`src/rtl/ctl_pkg.sv`:
```
// Shared definitions for the ID..WB control-word pipeline.
//   - Bit positions of each field inside the 8-bit control word from the decoder.
//   - Encodings of the EX-stage forwarding selects.
//   - The bubble (nop) control word.
package ctl_pkg;

  // Control word field map
  localparam int unsigned CTL_ALUSRC    = 7;
  localparam int unsigned CTL_MEMTOREG  = 6;
  localparam int unsigned CTL_REGWRITE  = 5;
  localparam int unsigned CTL_MEMREAD   = 4;
  localparam int unsigned CTL_MEMWRITE  = 3;
  localparam int unsigned CTL_BRANCH    = 2;
  localparam int unsigned CTL_ALUOP_MSB = 1;
  localparam int unsigned CTL_ALUOP_LSB = 0;

  // Forwarding mux selects for ALU operands A/B
  localparam logic [1:0] FWD_RF    = 2'b00;
  localparam logic [1:0] FWD_EXMEM = 2'b10;
  localparam logic [1:0] FWD_MEMWB = 2'b01;

  // A bubble is exactly an all-zero control word (nop)
  localparam logic [7:0] CTL_BUBBLE = 8'h00;

endpackage

```
`src/rtl/ctl_pipe_if.sv`:
```
// Bus between the ID-stage decoder / datapath and the control pipeline.
//   master: decoder side, drives the ID-stage control word, register indices and flush,
//           consumes stall, per-stage strobes and forwarding selects.
//   slave:  ctl_pipe itself.
interface ctl_pipe_if #(
  parameter int unsigned CTL_W = 8,
  parameter int unsigned RA_W  = 5
);

  // ID stage inputs
  logic [CTL_W-1:0] ctl_id;
  logic [RA_W-1:0]  rs1_id;
  logic [RA_W-1:0]  rs2_id;
  logic [RA_W-1:0]  rd_id;
  logic             flush;

  // Hazard / EX stage
  logic             stall;
  logic             ex_alu_src;
  logic [1:0]       ex_alu_op;
  logic             ex_branch;
  logic [RA_W-1:0]  ex_rs1;
  logic [RA_W-1:0]  ex_rs2;
  logic [1:0]       fwd_a;
  logic [1:0]       fwd_b;

  // MEM stage
  logic             mem_read;
  logic             mem_write;

  // WB stage
  logic             wb_reg_write;
  logic             wb_mem_to_reg;
  logic [RA_W-1:0]  wb_rd;

  modport master (
    output ctl_id, rs1_id, rs2_id, rd_id, flush,
    input  stall, ex_alu_src, ex_alu_op, ex_branch, ex_rs1, ex_rs2, fwd_a, fwd_b,
    input  mem_read, mem_write, wb_reg_write, wb_mem_to_reg, wb_rd
  );

  modport slave (
    input  ctl_id, rs1_id, rs2_id, rd_id, flush,
    output stall, ex_alu_src, ex_alu_op, ex_branch, ex_rs1, ex_rs2, fwd_a, fwd_b,
    output mem_read, mem_write, wb_reg_write, wb_mem_to_reg, wb_rd
  );

endinterface

```
`src/rtl/fwd_unit.sv`:
```
// EX-stage forwarding unit, purely combinational.
//   ex_rs1/ex_rs2     : source indices of the instruction in EX
//   exmem_reg_write/rd: destination of the instruction in MEM
//   memwb_reg_write/rd: destination of the instruction in WB
//   fwd_a/fwd_b       : operand A/B select (00 regfile, 10 EX/MEM, 01 MEM/WB)
module fwd_unit
  import ctl_pkg::*;
#(
  parameter int unsigned RA_W = 5
) (
  input  logic [RA_W-1:0] ex_rs1,
  input  logic [RA_W-1:0] ex_rs2,
  input  logic            exmem_reg_write,
  input  logic [RA_W-1:0] exmem_rd,
  input  logic            memwb_reg_write,
  input  logic [RA_W-1:0] memwb_rd,
  output logic [1:0]      fwd_a,
  output logic [1:0]      fwd_b
);

  // EX/MEM is checked first: it holds the newest value of a register written twice in a row.
  // x0 is hard-wired zero, so a destination of 0 never forwards.
  function automatic logic [1:0] fwd_sel(
    input logic            src_is_exmem_wr,
    input logic [RA_W-1:0] e_rd,
    input logic            src_is_memwb_wr,
    input logic [RA_W-1:0] m_rd,
    input logic [RA_W-1:0] src
  );
    if (src_is_exmem_wr && (e_rd != '0) && (e_rd == src)) begin
      return FWD_EXMEM;
    end else if (src_is_memwb_wr && (m_rd != '0) && (m_rd == src)) begin
      return FWD_MEMWB;
    end else begin
      return FWD_RF;
    end
  endfunction

  always_comb begin
    fwd_a = fwd_sel(exmem_reg_write, exmem_rd, memwb_reg_write, memwb_rd, ex_rs1);
    fwd_b = fwd_sel(exmem_reg_write, exmem_rd, memwb_reg_write, memwb_rd, ex_rs2);
  end

endmodule

```
`src/rtl/ctl_pipe.sv`:
```
// Control-word pipeline for the 5-stage RV32I core.
// Carries the decoder's control word and register indices through ID/EX, EX/MEM and MEM/WB,
// slices it into per-stage strobes, and generates the load-use stall, flush bubbles and
// EX-stage forwarding selects.
//   clk   : pipeline clock, rising edge
//   reset : synchronous, active-high; clears every stage register
//   bus   : slave side of ctl_pipe_if (ID inputs, flush in; stall, EX/MEM/WB strobes out)
module ctl_pipe
  import ctl_pkg::*;
#(
  parameter int unsigned CTL_W = 8,
  parameter int unsigned RA_W  = 5
) (
  input logic        clk,
  input logic        reset,
  ctl_pipe_if.slave  bus
);

  // ID/EX
  logic [CTL_W-1:0] idex_ctl_q, idex_ctl_d;
  logic [RA_W-1:0]  idex_rs1_q, idex_rs1_d;
  logic [RA_W-1:0]  idex_rs2_q, idex_rs2_d;
  logic [RA_W-1:0]  idex_rd_q, idex_rd_d;

  // EX/MEM: the branch bit resolves in EX, so only the MEM and WB fields travel on
  logic             exmem_mem_to_reg_q;
  logic             exmem_reg_write_q;
  logic             exmem_mem_read_q;
  logic             exmem_mem_write_q;
  logic [RA_W-1:0]  exmem_rd_q;

  // MEM/WB
  logic             memwb_mem_to_reg_q;
  logic             memwb_reg_write_q;
  logic [RA_W-1:0]  memwb_rd_q;

  logic             load_use;
  logic             bubble;

  // A load in EX whose destination is read by the ID instruction cannot forward in time.
  // A taken branch kills the ID instruction anyway, so flush suppresses the hold.
  always_comb begin
    load_use = idex_ctl_q[CTL_MEMREAD] && (idex_rd_q != '0) &&
               ((idex_rd_q == bus.rs1_id) || (idex_rd_q == bus.rs2_id));
    bubble   = bus.flush || load_use;
  end

  always_comb begin
    idex_ctl_d = bus.ctl_id;
    idex_rs1_d = bus.rs1_id;
    idex_rs2_d = bus.rs2_id;
    idex_rd_d  = bus.rd_id;
    if (bubble) begin
      idex_ctl_d = CTL_W'(CTL_BUBBLE);
      idex_rs1_d = '0;
      idex_rs2_d = '0;
      idex_rd_d  = '0;
    end
  end

  always_ff @(posedge clk) begin
    if (reset) begin
      idex_ctl_q         <= '0;
      idex_rs1_q         <= '0;
      idex_rs2_q         <= '0;
      idex_rd_q          <= '0;
      exmem_mem_to_reg_q <= 1'b0;
      exmem_reg_write_q  <= 1'b0;
      exmem_mem_read_q   <= 1'b0;
      exmem_mem_write_q  <= 1'b0;
      exmem_rd_q         <= '0;
      memwb_mem_to_reg_q <= 1'b0;
      memwb_reg_write_q  <= 1'b0;
      memwb_rd_q         <= '0;
    end else begin
      idex_ctl_q         <= idex_ctl_d;
      idex_rs1_q         <= idex_rs1_d;
      idex_rs2_q         <= idex_rs2_d;
      idex_rd_q          <= idex_rd_d;
      exmem_mem_to_reg_q <= idex_ctl_q[CTL_MEMTOREG];
      exmem_reg_write_q  <= idex_ctl_q[CTL_REGWRITE];
      exmem_mem_read_q   <= idex_ctl_q[CTL_MEMREAD];
      exmem_mem_write_q  <= idex_ctl_q[CTL_MEMWRITE];
      exmem_rd_q         <= idex_rd_q;
      memwb_mem_to_reg_q <= exmem_mem_to_reg_q;
      memwb_reg_write_q  <= exmem_reg_write_q;
      memwb_rd_q         <= exmem_rd_q;
    end
  end

  logic [1:0] fwd_a;
  logic [1:0] fwd_b;

  fwd_unit #(
    .RA_W (RA_W)
  ) u_fwd_unit (
    .ex_rs1          (idex_rs1_q),
    .ex_rs2          (idex_rs2_q),
    .exmem_reg_write (exmem_reg_write_q),
    .exmem_rd        (exmem_rd_q),
    .memwb_reg_write (memwb_reg_write_q),
    .memwb_rd        (memwb_rd_q),
    .fwd_a           (fwd_a),
    .fwd_b           (fwd_b)
  );

  always_comb begin
    bus.stall         = load_use && !bus.flush;
    bus.ex_alu_src    = idex_ctl_q[CTL_ALUSRC];
    bus.ex_alu_op     = idex_ctl_q[CTL_ALUOP_MSB:CTL_ALUOP_LSB];
    bus.ex_branch     = idex_ctl_q[CTL_BRANCH];
    bus.ex_rs1        = idex_rs1_q;
    bus.ex_rs2        = idex_rs2_q;
    bus.fwd_a         = fwd_a;
    bus.fwd_b         = fwd_b;
    bus.mem_read      = exmem_mem_read_q;
    bus.mem_write     = exmem_mem_write_q;
    bus.wb_reg_write  = memwb_reg_write_q;
    bus.wb_mem_to_reg = memwb_mem_to_reg_q;
    bus.wb_rd         = memwb_rd_q;
  end

endmodule

```
`src/flat_wrapper.sv`:
```
// flat-port wrapper written by rule: the top's interface ports become plain ports
module ctl_pipe_flat import ctl_pkg::*;
#(
  parameter int unsigned CTL_W = 8,
  parameter int unsigned RA_W  = 5
)
  (clk, reset, bus_ctl_id, bus_rs1_id, bus_rs2_id, bus_rd_id, bus_flush, bus_stall, bus_ex_alu_src, bus_ex_alu_op, bus_ex_branch, bus_ex_rs1, bus_ex_rs2, bus_fwd_a, bus_fwd_b, bus_mem_read, bus_mem_write, bus_wb_reg_write, bus_wb_mem_to_reg, bus_wb_rd);
  ctl_pipe_if #(.CTL_W(CTL_W), .RA_W(RA_W)) bus_i ();
  input logic clk;
  input logic reset;
  input wire logic [$bits(bus_i.ctl_id)-1:0] bus_ctl_id;
  input wire logic [$bits(bus_i.rs1_id)-1:0] bus_rs1_id;
  input wire logic [$bits(bus_i.rs2_id)-1:0] bus_rs2_id;
  input wire logic [$bits(bus_i.rd_id)-1:0] bus_rd_id;
  input wire logic [$bits(bus_i.flush)-1:0] bus_flush;
  output wire logic [$bits(bus_i.stall)-1:0] bus_stall;
  output wire logic [$bits(bus_i.ex_alu_src)-1:0] bus_ex_alu_src;
  output wire logic [$bits(bus_i.ex_alu_op)-1:0] bus_ex_alu_op;
  output wire logic [$bits(bus_i.ex_branch)-1:0] bus_ex_branch;
  output wire logic [$bits(bus_i.ex_rs1)-1:0] bus_ex_rs1;
  output wire logic [$bits(bus_i.ex_rs2)-1:0] bus_ex_rs2;
  output wire logic [$bits(bus_i.fwd_a)-1:0] bus_fwd_a;
  output wire logic [$bits(bus_i.fwd_b)-1:0] bus_fwd_b;
  output wire logic [$bits(bus_i.mem_read)-1:0] bus_mem_read;
  output wire logic [$bits(bus_i.mem_write)-1:0] bus_mem_write;
  output wire logic [$bits(bus_i.wb_reg_write)-1:0] bus_wb_reg_write;
  output wire logic [$bits(bus_i.wb_mem_to_reg)-1:0] bus_wb_mem_to_reg;
  output wire logic [$bits(bus_i.wb_rd)-1:0] bus_wb_rd;
  assign bus_i.ctl_id = bus_ctl_id;
  assign bus_i.rs1_id = bus_rs1_id;
  assign bus_i.rs2_id = bus_rs2_id;
  assign bus_i.rd_id = bus_rd_id;
  assign bus_i.flush = bus_flush;
  assign bus_stall = bus_i.stall;
  assign bus_ex_alu_src = bus_i.ex_alu_src;
  assign bus_ex_alu_op = bus_i.ex_alu_op;
  assign bus_ex_branch = bus_i.ex_branch;
  assign bus_ex_rs1 = bus_i.ex_rs1;
  assign bus_ex_rs2 = bus_i.ex_rs2;
  assign bus_fwd_a = bus_i.fwd_a;
  assign bus_fwd_b = bus_i.fwd_b;
  assign bus_mem_read = bus_i.mem_read;
  assign bus_mem_write = bus_i.mem_write;
  assign bus_wb_reg_write = bus_i.wb_reg_write;
  assign bus_wb_mem_to_reg = bus_i.wb_mem_to_reg;
  assign bus_wb_rd = bus_i.wb_rd;
  ctl_pipe #(.CTL_W(CTL_W), .RA_W(RA_W)) u_core (.clk(clk), .reset(reset), .bus(bus_i));
endmodule
```
`config.mk`:
```
export PLATFORM = sky130hd
export DESIGN_NAME = ctl_pipe_flat
export DESIGN_NICKNAME = d
export VERILOG_FILES = /design/src/rtl/ctl_pkg.sv /design/src/rtl/ctl_pipe_if.sv /design/src/rtl/fwd_unit.sv /design/src/rtl/ctl_pipe.sv /design/src/flat_wrapper.sv
export SDC_FILE = /design/constraint.sdc
export NUM_CORES = 1
export LEC_CHECK = 0
export ABC_AREA = 1
export ABC_CLOCK_PERIOD_IN_PS = 2350
export CORE_ASPECT_RATIO = 0.5
export CORE_MARGIN = 5
export CORE_UTILIZATION = 60
export CTS_BUF_LIST = sky130_fd_sc_hd__clkbuf_8
export DETAILED_ROUTE_END_ITERATION = 16
export DONT_BUFFER_PORTS = 1
export PLACE_DENSITY_LB_ADDON = 0.15
export SYNTH_ARGS = -nofsm -noshare
export SYNTH_HDL_FRONTEND = slang
export SYNTH_SLANG_ARGS = --single-unit
```
`constraint.sdc`:
```
create_clock -name clk -period 2.35 [get_ports clk]
set_clock_uncertainty 0.2 [all_clocks]
set_input_delay 0.235 -clock clk [delete_from_list [all_inputs] [get_ports clk]]
set_output_delay 0.235 -clock clk [all_outputs]
set_load 0.03 [all_outputs]
```
* Word level (Yosys, flattened, before mapping)
Cells that the tools add are included.
Storage, ports and cells: output and inout bits 28, bits in registers 39, input bits 26
Cells by class: equality and inequality tests 6, mux-type cells 4, reductions and logical operators 16
Operator list (count):
- 5-bit == test | 6
- 5-bit nonzero test | 3
- 1-bit logical AND | 9
- 2-bit 2-to-1 mux | 2
- 1-bit logical OR | 2
- 1-bit 2-to-1 mux | 2
- 2-bit OR reduction | 1
- 1-bit logical NOT | 1

* Longest topological paths before layout
depth after elaboration 5, depth in mapped cells 10

* Modules after synthesis
From an unflattened synthesis, not the netlist that was laid out.
Second synthesis, totals: cells, all modules 245, area, all modules 1679.1 um^2
By module, submodules not included:
- ctl_pipe | area each 1316.3 um^2, cells each 164, seq. area each 780.7 um^2, times used 1
- fwd_unit | area each 362.8 um^2, cells each 81, seq. area each 0.0 um^2, times used 1

* Worst setup path after synthesis
OpenSTA, ideal clock, no wires.
path type register -> output, start point register u_core.idex_rs2_q[1], in the netlist u_core.bus.ex_rs2[1], end point output port bus_fwd_b[0], arrival 1865 ps, cell stages (with the launch flop) 6, path slack 50 ps, required time 1915 ps, cell sequence dfxtp_1 xor2_1 nor2_1 nand3_1 nor3_1 nor2_1
Between the ends: longest elaborated chain between the ends 4
Ends and longest elaborated chain:
- start: declaration | line ctl_pipe.sv:22 | logic [RA_W-1:0] idex_rs2_q, idex_rs2_d;
- start signal: assignment | line ctl_pipe.sv:78 | idex_rs2_q <= idex_rs2_d;
- 5-bit == test | line fwd_unit.sv:32 | end else if (src_is_memwb_wr && (m_rd != '0) && (m_rd == src)) begin
- 1-bit logical AND | line fwd_unit.sv:32
- 1-bit 2-to-1 mux | line fwd_unit.sv:32
- 2-bit 2-to-1 mux (*) | line fwd_unit.sv:30 | if (src_is_exmem_wr && (e_rd != '0) && (e_rd == src)) begin
- end: declaration | line flat_wrapper.sv:23 | output wire logic [$bits(bus_i.fwd_b)-1:0] bus_fwd_b;
Mark *: on every way between the ends. The rest lies on a longest branch, timed or not.

* Worst setup path in the final report
start point input port bus_rs1_id[4], end point output port bus_stall
Between the ends: longest elaborated chain between the ends 4
Ends and longest elaborated chain:
- start: declaration | line flat_wrapper.sv:12 | input wire logic [$bits(bus_i.rs1_id)-1:0] bus_rs1_id;
- 5-bit == test | line ctl_pipe.sv:44 | ((idex_rd_q == bus.rs1_id) || (idex_rd_q == bus.rs2_id));
- 1-bit logical OR | line ctl_pipe.sv:44
- 1-bit logical AND | line ctl_pipe.sv:43 | load_use = idex_ctl_q[CTL_MEMREAD] && (idex_rd_q != '0) &&
- 1-bit logical AND | line ctl_pipe.sv:108 | bus.stall = load_use && !bus.flush;
- end: declaration | line flat_wrapper.sv:16 | output wire logic [$bits(bus_i.stall)-1:0] bus_stall;
Every way passes these cells.

==> run_results.csv <==
group,metric,value,unit
die,ioPinCount,54,
drt,vias,1261,
timing,tns,0,ns
drt,vias_per_cell,4.60,
grt,grt_max_degree,24,
die,die_area,0.00386,sq mm
yosys,netlist-cell-type-count,18,
layout,drive_gt1_share,13.9,%
critical_path,crit_arrival,1.78,ns
placed_design,dpl.hpwl,2.47,mm
placed_design,dp_cells,243,
power,p_per_area,653,mW/mm^2
timing,finalCriticalPeriod,2.21,ns
grt,grt_pass1_wl,6.00,mm
run_status,status,"complete, no violations",
timing,rsz0062_at_grt,"no",
power,leakage,1.00,nW
timing,drv_slew,0,
drt,drt-wirelength-per-cell,13.2,microns
clocking,cts_root_buf,"clkbuf_8",
clocking,clk_latency,0.29,ns
placed_design,gp_congestion,0.748,
timing,fin_crit_sh,94.2,%
critical_path,crit_path_max_fanout,2,
grt,grt_pass1_vias,1286,
worst_hold_path,hold_path.class,"in2reg",
clocking,ctsResizeCount,0,
drt,firstDrtPassIters,4,
power,ir_worst_vdd,0.561,mV
die,core_area,0.00257,sq mm
critical_path,cp-start-kind,"primary input",
drt,postRouteAntennaNets,0,
critical_path,worst-setup-path-type,"in2out",
timing,relSlewSlack,60.5,%
timing,setup_viol,0,
yosys,avgSynthCellArea,7.86,sq um
yosys,yosysSeqAreaShare,48.9,%
drt,first_iter_violations,62,
critical_path,critPathRequiredTime,1.91,ns
placed_design,place.port_buffers,0,
clocking,clock-sinks,39,
timing,worst_slew_pin_slew,0.591,ns
critical_path,end_kind,"output port",
clocking,cts_tree,"done",
job,cap_violations,0,
die,rows,13,
yosys,yosys_warnings,0,
yosys,ys_seq_elements,39,
grt,antenna_found_initial,0,
yosys,netlist_instances,203,
layout,nets,263,
clocking,clock_path_buffers,2,
die,die_x,83.0,microns
die,fp.dieH,46.5,microns
yosys,syn_nets,229,
drt,drc,0,
clocking,clk_pin_slew,0.07,ns
clocking,cts_buffers,5,
clocking,h-tree-depth,2,
timing,finalHoldViolCount,0,
grt,grt_use_total,20.7,%
die,start_util,62.1,%
layout,regMostFlops,"u_core.idex_ctl_q",
layout,diodes,0,
yosys,syn_area,0.00160,sq mm
grt,gr-total-overflow,0,
layout,instances_no_fill,274,
layout,area_growth,24.3,%
drt,drt-total-wl,3.62,mm
layout,largest_register_ffs,8,
timing,fmax,452,MHz
-- cells by family (layout without fill, tap and decap cells) --
family / Yosys count / in the layout / share of synthesized area [%]
compound gates: 3 / 3 / 0.940
xor+xnor: 22 / 22 / 12.1
buf+inv: 48 / 82 / 13.2
flops: 39 / 39 / 48.9
simple gates: 91 / 91 / 24.8
-- worst paths after layout --
check	start	end	slack (ns)	cells past startpoint
worst min-delay path	reset	u_core.bus.ex_rs2[3]$_SDFF_PP0_	0.12	3
worst max register to register	u_core.idex_rd_q[4]$_SDFF_PP0_	u_core.idex_rd_q[4]$_SDFF_PP0_	0.70	9
worst min register to register	u_core.idex_ctl_q[3]$_SDFF_PP0_	u_core.bus.mem_write$_SDFF_PP0_	0.20	2
worst max-delay path	bus_rs1_id[4]	bus_stall	0.14	9
-- critical path, stage by stage --
cell and delay (ns):
dlygate4sd3_1 0.53, inv_1 0.05, nand2_1 0.05, nand2_1 0.05, nor2_1 0.14, nand3_1 0.10
nand2_1 0.09, nand2_2 0.08, nor2_1 0.45
-- per-layer routing --
metal | routed length [microns] | vias to the layer above | GRT usage [%]
met2 | 1660 | 43 | 35.8
met4 | 76 | 0 | 9.77
li1 | - | 652 | -
met5 | 0 | - | 0
met1 | 1580 | 558 | 23.7
met3 | 301 | 8 | 7.68
-- area by class of cell --
class                      count  area (sq um)
clock buffer                   6          82.6
clock inverter                 1          5.00
fill                         190           586
inverter                      42           158
multi-input combinational    116           604
sequential                    39           781
tap                           37          46.3
timing repair buffer          33           308
-- layout by cell type (no fill, tap or decap) --
cell / netlist / layout
dlygate4sd3_1: 0 / 24
dfxtp_1: 39 / 39
clkinv_2: 0 / 1
xor2_1: 10 / 10
nand2_1: 25 / 25
inv_1: 37 / 37
xnor2_1: 12 / 12
nor3_1: 4 / 4
nor2_2: 10 / 10
nand4_1: 4 / 4
nor2_1: 42 / 42
clkbuf_8: 0 / 6
nand3_1: 4 / 4
o21ai_0: 3 / 3
nand2_2: 1 / 1
buf_4: 2 / 9
nand2_4: 1 / 1
inv_2: 5 / 5
-- stage by stage --
stage | area (sq um) | power [W] | utilization [%] | hold WS, ns | setup WS, ns
3_5_place_dp | 1660 | 0.000833 | 64.5 | 0.110 | 0.537
6_report | 1980 | 0.00130 | 77.2 | 0.124 | 0.135
3_3_place_gp | 1660 | 0.000830 | 64.5 | 0.108 | 0.582
4_1_cts | 1980 | 0.00131 | 77.2 | 0.118 | 0.176
2_1_floorplan | 1600 | 0.000820 | - | 0.147 | 0.0504
5_1_grt | 1980 | 0.00136 | 77.2 | 0.153 | 0.0275
-- power by group --
group / total (W) / switching (W) / internal (W)
Combinational: 0.000135 / 0.0000687 / 0.0000660
Sequential: 0.000721 / 0.0000382 / 0.000683
Clock: 0.000440 / 0.000210 / 0.000230
Total: 0.00130 / 0.000317 / 0.000979
-- Yosys cell counts --
master,instances,area share [%]
nand3_1,4,1.3
nor2_1,42,9.9
xor2_1,10,5.5
clkbuf_1,2,0.47
buf_4,2,0.94
nor2_2,10,3.9
inv_1,37,8.7
nand2_1,25,5.9
buf_6,1,0.71
inv_2,5,1.2
xnor2_1,12,6.6
o21ai_0,3,0.94
dfxtp_1,39,49
nor3_1,4,1.3
buf_12,1,1.3
nand4_1,4,1.6
nand2_4,1,0.71
nand2_2,1,0.39
-- what timing repair did --
action	in CTS	in global routing
hold buffers	24	0
setup buffers	0	0
endpoints found under the hold margin	39	0
Note: power is estimated with default switching activity, not from simulation.
